## src/rtl/alpaca_multadd_axis_pipe.sv

```systemverilog
// AXI-Stream a*b + c with full-precision accumulate and requantisation to OUT_W/OUT_F.
// Define ALPACA_MULTADD_SAT_EN to clamp overflowing results instead of wrapping.
module alpaca_multadd_axis_pipe #(
  parameter int W      = 16,
  parameter int F      = 15,
  parameter int OUT_W  = 16,
  parameter int OUT_F  = 15,
  parameter int LAT    = 5,
  parameter int ROUND  = 1,
  parameter int USER_W = 8
) (
  input  logic                clk,
  input  logic                rst,
  input  logic signed [W-1:0] s_axis_a,
  input  logic signed [W-1:0] s_axis_b,
  input  logic signed [W-1:0] s_axis_c,
  input  logic                s_axis_tvalid,
  output logic                s_axis_tready,
  input  logic                s_axis_tlast,
  input  logic [USER_W-1:0]   s_axis_tuser,
  output logic [OUT_W-1:0]    m_axis_tdata,
  output logic                m_axis_tvalid,
  input  logic                m_axis_tready,
  output logic                m_axis_tlast,
  output logic [USER_W-1:0]   m_axis_tuser,
  output logic                m_axis_tovf,
  output logic                ovf_sticky
);

  localparam int PW = 2 * W;
  localparam int SW = 2 * W + 1;
  localparam int RW = 2 * W + 2;
  localparam int SH = 2 * F - OUT_F;
  localparam int NR = LAT - 3;
  localparam int XW = USER_W + 1;

  function automatic logic signed [RW-1:0] rnd_const();
    if (ROUND != 0 && SH > 0) return RW'(1) <<< (SH - 1);
    return '0;
  endfunction

  localparam logic signed [RW-1:0] RND  = rnd_const();
  localparam logic signed [RW-1:0] OMAX = (RW'(1) <<< (OUT_W - 1)) - RW'(1);
  localparam logic signed [RW-1:0] OMIN = -(RW'(1) <<< (OUT_W - 1));

  // Widening to RW bits first keeps the rounding addition from wrapping.
  function automatic logic signed [RW-1:0] round_shift(input logic signed [SW-1:0] s);
    logic signed [RW-1:0] sx;
    sx = RW'(s) + RND;
    return sx >>> SH;
  endfunction

  function automatic logic is_ovf(input logic signed [RW-1:0] r);
    return (r > OMAX) || (r < OMIN);
  endfunction

  function automatic logic signed [OUT_W-1:0] requant(input logic signed [RW-1:0] r);
`ifdef ALPACA_MULTADD_SAT_EN
    if (is_ovf(r)) return r[RW-1] ? OMIN[OUT_W-1:0] : OMAX[OUT_W-1:0];
`endif
    return r[OUT_W-1:0];
  endfunction

  logic en;
  logic acc;

  logic signed [W-1:0]     a_p1_q, b_p1_q, c_p1_q, c_p2_q;
  logic signed [PW-1:0]    prod_p2_q, prod_p2_d;
  logic signed [SW-1:0]    sum_p3_q, sum_p3_d;
  logic signed [RW-1:0]    r_p4_d;
  logic signed [OUT_W-1:0] res_p4_q, res_p4_d;
  logic                    ovf_p4_q, ovf_p4_d;
  logic                    vld_p1_q, vld_p2_q, vld_p3_q, vld_p4_q;
  logic [XW-1:0]           side_p1_q, side_p2_q, side_p3_q, side_p4_q;

  logic signed [OUT_W-1:0] res_rt_q [NR];
  logic signed [OUT_W-1:0] res_rt_d [NR];
  logic                    ovf_rt_q [NR];
  logic                    ovf_rt_d [NR];
  logic                    vld_rt_q [NR];
  logic                    vld_rt_d [NR];
  logic [XW-1:0]           side_rt_q [NR];
  logic [XW-1:0]           side_rt_d [NR];

  logic ovf_sticky_q, ovf_sticky_d;

  // A stalled output freezes the whole pipe, so ready depends combinationally on m_axis_tready.
  assign en            = !m_axis_tvalid || m_axis_tready;
  assign s_axis_tready = en && !rst;
  assign acc           = s_axis_tvalid && s_axis_tready;

  always_comb begin
    prod_p2_d = PW'(a_p1_q) * PW'(b_p1_q);
    sum_p3_d  = SW'(prod_p2_q) + (SW'(c_p2_q) <<< F);
    r_p4_d    = round_shift(sum_p3_q);
    res_p4_d  = requant(r_p4_d);
    ovf_p4_d  = is_ovf(r_p4_d);
  end

  always_ff @(posedge clk) begin
    if (rst) begin
      vld_p1_q <= 1'b0;
      vld_p2_q <= 1'b0;
      vld_p3_q <= 1'b0;
      vld_p4_q <= 1'b0;
    end else if (en) begin
      vld_p1_q <= acc;
      vld_p2_q <= vld_p1_q;
      vld_p3_q <= vld_p2_q;
      vld_p4_q <= vld_p3_q;
    end
  end

  always_ff @(posedge clk) begin
    if (en) begin
      // p1: input capture
      a_p1_q    <= s_axis_a;
      b_p1_q    <= s_axis_b;
      c_p1_q    <= s_axis_c;
      side_p1_q <= {s_axis_tlast, s_axis_tuser};
      // p2: full-precision product
      prod_p2_q <= prod_p2_d;
      c_p2_q    <= c_p1_q;
      side_p2_q <= side_p1_q;
      // p3: aligned sum
      sum_p3_q  <= sum_p3_d;
      side_p3_q <= side_p2_q;
      // p4: requantised result
      res_p4_q  <= res_p4_d;
      ovf_p4_q  <= ovf_p4_d;
      side_p4_q <= side_p3_q;
    end
  end

  // Retiming stages; the last one drives m_axis_* and is fully reset.
  for (genvar i = 0; i < NR; i++) begin : g_rt
    if (i == 0) begin : g_head
      assign res_rt_d[i]  = res_p4_q;
      assign ovf_rt_d[i]  = ovf_p4_q;
      assign vld_rt_d[i]  = vld_p4_q;
      assign side_rt_d[i] = side_p4_q;
    end else begin : g_tail
      assign res_rt_d[i]  = res_rt_q[i-1];
      assign ovf_rt_d[i]  = ovf_rt_q[i-1];
      assign vld_rt_d[i]  = vld_rt_q[i-1];
      assign side_rt_d[i] = side_rt_q[i-1];
    end

    always_ff @(posedge clk) begin
      if (rst)     vld_rt_q[i] <= 1'b0;
      else if (en) vld_rt_q[i] <= vld_rt_d[i];
    end

    if (i == NR - 1) begin : g_out
      always_ff @(posedge clk) begin
        if (rst) begin
          res_rt_q[i]  <= '0;
          ovf_rt_q[i]  <= 1'b0;
          side_rt_q[i] <= '0;
        end else if (en) begin
          res_rt_q[i]  <= res_rt_d[i];
          ovf_rt_q[i]  <= ovf_rt_d[i];
          side_rt_q[i] <= side_rt_d[i];
        end
      end
    end else begin : g_mid
      always_ff @(posedge clk) begin
        if (en) begin
          res_rt_q[i]  <= res_rt_d[i];
          ovf_rt_q[i]  <= ovf_rt_d[i];
          side_rt_q[i] <= side_rt_d[i];
        end
      end
    end
  end

  assign ovf_sticky_d = ovf_sticky_q || (m_axis_tvalid && m_axis_tready && m_axis_tovf);

  always_ff @(posedge clk) begin
    if (rst) ovf_sticky_q <= 1'b0;
    else     ovf_sticky_q <= ovf_sticky_d;
  end

  assign m_axis_tdata  = res_rt_q[NR-1];
  assign m_axis_tvalid = vld_rt_q[NR-1];
  assign m_axis_tovf   = ovf_rt_q[NR-1];
  assign m_axis_tlast  = side_rt_q[NR-1][USER_W];
  assign m_axis_tuser  = side_rt_q[NR-1][USER_W-1:0];
  assign ovf_sticky    = ovf_sticky_q;

endmodule
```

## config.mk

```make
export PLATFORM = sky130hd
export DESIGN_NAME = alpaca_multadd_axis_pipe
export DESIGN_NICKNAME = d
export VERILOG_FILES = /design/src/rtl/alpaca_multadd_axis_pipe.sv
export SDC_FILE = /design/constraint.sdc
export NUM_CORES = 1
export LEC_CHECK = 0
export ABC_AREA = 1
export CAP_MARGIN = 20
export CORE_MARGIN = 4
export CORE_UTILIZATION = 46
export DETAILED_ROUTE_END_ITERATION = 7
export PLACE_DENSITY = 0.69
export SYNTH_ARGS = -nofsm -noshare
export SYNTH_HDL_FRONTEND = slang
export SYNTH_SLANG_ARGS = --single-unit
```

## constraint.sdc

```tcl
create_clock -name clk -period 9.6 [get_ports clk]
set_clock_uncertainty 0.1 [all_clocks]
set_input_delay 1.92 -clock clk [delete_from_list [all_inputs] [get_ports clk]]
set_output_delay 1.92 -clock clk [all_outputs]
set_load 0.02 [all_outputs]
```

==> impl_metrics.py <==
metrics = {
    "run_status": {
        "status": "finished, final reports clean",
    },
    "finish": {
        "seqCellArea_sq_um": 6350,
        "fin_util_pct": 52.0,
        "num_antenna_cells": 0,
        "multi_input_area_sq_um": 9980,
        "fill_cells": 3593,
        "design_area_sq_um": 20700,
        "final_common_cell": "inv_1",
        "areaGrowthSynthToFinish_pct": 11.2,
        "final_nets": 2468,
        "final_cell_mix": "555 x inv_1, 459 x nand2_1, 262 x fa_1",
        "drive_above_1_share_pct": 2.76,
    },
    "timing": {
        "tns_ns": 0,
        "drv_slew": 0,
        "setup_ws_ns": 3.15,
        "slew_headroom_pct": 31.0,
        "final-hold-violation-count": 0,
        "worst_slew_pin_slew_ns": 1.03,
        "rsz0062_at_grt": "no",
        "setup_viol": 0,
        "max_freq_mhz": 155,
        "finalCritPeriodShare_pct": 67.2,
        "fin_crit_ns": 6.45,
    },
    "clocking": {
        "cts_made_buffers": 25,
        "clock_latency_ns": 0.53,
        "cts-resized-gates": 0,
        "cts_sinks": 213,
        "clk_pin_slew_ns": 0.06,
        "cts.path.max_buffers": 3,
        "hold_buffers": 0,
        "htreeDepth": 1,
        "cts_tree": "built",
        "postCtsSetupRepairBufs": 0,
        "cts_root_buf": "clkbuf_16",
    },
    "logic_synthesis": {
        "avgSynthCellArea_sq_um": 9.36,
        "syn_area_sq_um": 18700,
        "yosys_warnings": 0,
        "ys_seq_area_share_pct": 34.0,
        "synth_top_area_cell": "edfxtp_1",
        "ys_ff_latch": 213,
        "syn_nets": 2412,
        "yosysTopAreaCellShare_pct": 33.5,
        "synth_area_leaders": "edfxtp_1 33%, fa_1 28%, inv_1 11%, nand2_1 9.2%, ha_1 6.5%",
        "netlist_instances": 1992,
        "synth.distinct_cells": 34,
    },
    "setup_path": {
        "worst_ep_required_time_ns": 9.77,
        "critPathArrivalTime_ns": 6.63,
        "cp_max_fo": 15,
        "startpoint_type": "flip-flop",
        "end_kind": "flip-flop",
        "crit_type": "flip-flop to flip-flop",
    },
    "routing": {
        "detail-route-antenna-nets": 0,
        "drt-met1-wl_um": 16400,
        "drc": 0,
        "drt-vias-per-instance": 4.86,
        "wl_per_cell_um": 14.8,
        "dr_wl_met3_um": 2030,
        "wl_met2_um": 18600,
        "topRoutingLayerUsed": "met4",
        "vias": 12595,
        "drt_iter0_drc": 810,
        "wirelength_um": 38300,
        "dr.pass1.iters": 5,
    },
    "grt": {
        "grt_start_max_net_pins": 97,
        "grt_use_total_pct": 18.1,
        "grt_overflow": 0,
        "grt_pass1_wl_um": 64900,
        "grt_pass1_vias": 13226,
        "antenna_found_initial": 0,
    },
    "die": {
        "die_area_sq_um": 43800,
        "dieHeight_um": 209,
        "io_pins": 90,
        "core_area_sq_um": 39900,
        "num_rows": 73,
        "die_w_um": 209,
        "start_util_pct": 46.7,
    },
    "placement": {
        "dp_worst_setup_slack_ns": 3.23,
        "dp_hpwl_um": 30900,
        "placed_area_sq_um": 20000,
        "gp_congestion": 0.883,
        "io_buffers": 89,
    },
    "flow_run": {
        "drv_cap": 0,
    },
    "min_path": {
        "hold_path.class": "flip-flop to flip-flop",
    },
}
[routing by layer]
layer  GRT usage, %  vias up
met5              0        -
met4           5.99        0
met3           2.78       79
met2           30.7      346
li1               -     6022
met1           24.1     6148
[logic make-up after synthesis]
logic type / after synthesis / share of synthesized area, %
flops: 213 / 34.0
compound gates: 103 / 2.90
xor+xnor: 37 / 1.78
fa+ha+maj: 359 / 34.6
simple gates: 660 / 14.2
buf+inv: 620 / 12.5
[synthesized netlist by cell type, drive strengths merged]
cell,count
nand3,43
o22ai,3
and2,1
o31ai,2
o211ai,1
clkbuf,60
xnor2,14
xor2,23
a31oi,1
nand3b,4
o21ai,36
a21oi,55
nand4,13
a21o,3
o21bai,2
nand2,464
nor4,3
fa,262
nor2,120
edfxtp,208
ha,97
buf,2
dfxtp,5
nor3,9
inv,558
or2,3
[flip-flops by register name, summed over array words and instances (netlist names), 2 cells and up]
| signal | cells |
|---|---|
| prod_p2_q | 18 |
| sum_p3_q | 19 |
| a_p1_q | 16 |
| side_rt_q | 18 |
| side_p2_q | 9 |
| side_p1_q | 9 |
| side_p3_q | 9 |
| side_p4_q | 9 |
| c_p2_q | 16 |
| b_p1_q | 16 |
| ovf_rt_q | 2 |
| vld_rt_q | 2 |
| res_rt_q | 32 |
| res_p4_q | 16 |
| c_p1_q | 16 |
[area by class of cell]
class	instances	share of cell area [%]
clock inverter	20	0.639
sequential	213	30.6
timing repair buffer	91	4.37
multi-input combinational	1159	48.1
tap	525	3.17
clock buffer	26	3.03
inverter	558	10.1
[metrics by stage]
step                std cells  hold WS [ns]
global route             2592         0.319
CTS                      2592         0.311
floorplan                1992         0.300
finish                   2592         0.314
global placement         2546         0.301
detailed placement       2546         0.305
[worst paths after layout]
path                 from              end  slack [ns]  cells after the start
max reg2reg     b_p1_q[1]    prod_p2_q[24]        3.15                     18
max             b_p1_q[1]    prod_p2_q[24]        3.15                     18
min          res_p4_q[13]  res_rt_q[0][13]        0.31                      0
min reg2reg  res_p4_q[13]  res_rt_q[0][13]        0.31                      0
[worst max-delay path, cell delays in order, from the launching register on]
cell and delay, ns:
edfxtp_1 0.80, nand2_1 0.22, inv_1 0.17, fa_1 0.56, fa_1 0.85, fa_1 0.52, fa_1 0.52, fa_1 0.50
inv_1 0.05, fa_1 0.47, inv_1 0.04, ha_1 0.36, nand2_1 0.13, nor2_1 0.22, nand2_1 0.14, nor2_1 0.11
o21ai_0 0.17, nand4_1 0.15, nand2_1 0.09
Power is not shown: default switching activity piles up to over one toggle a cycle in this logic, so the estimate is an artifact.
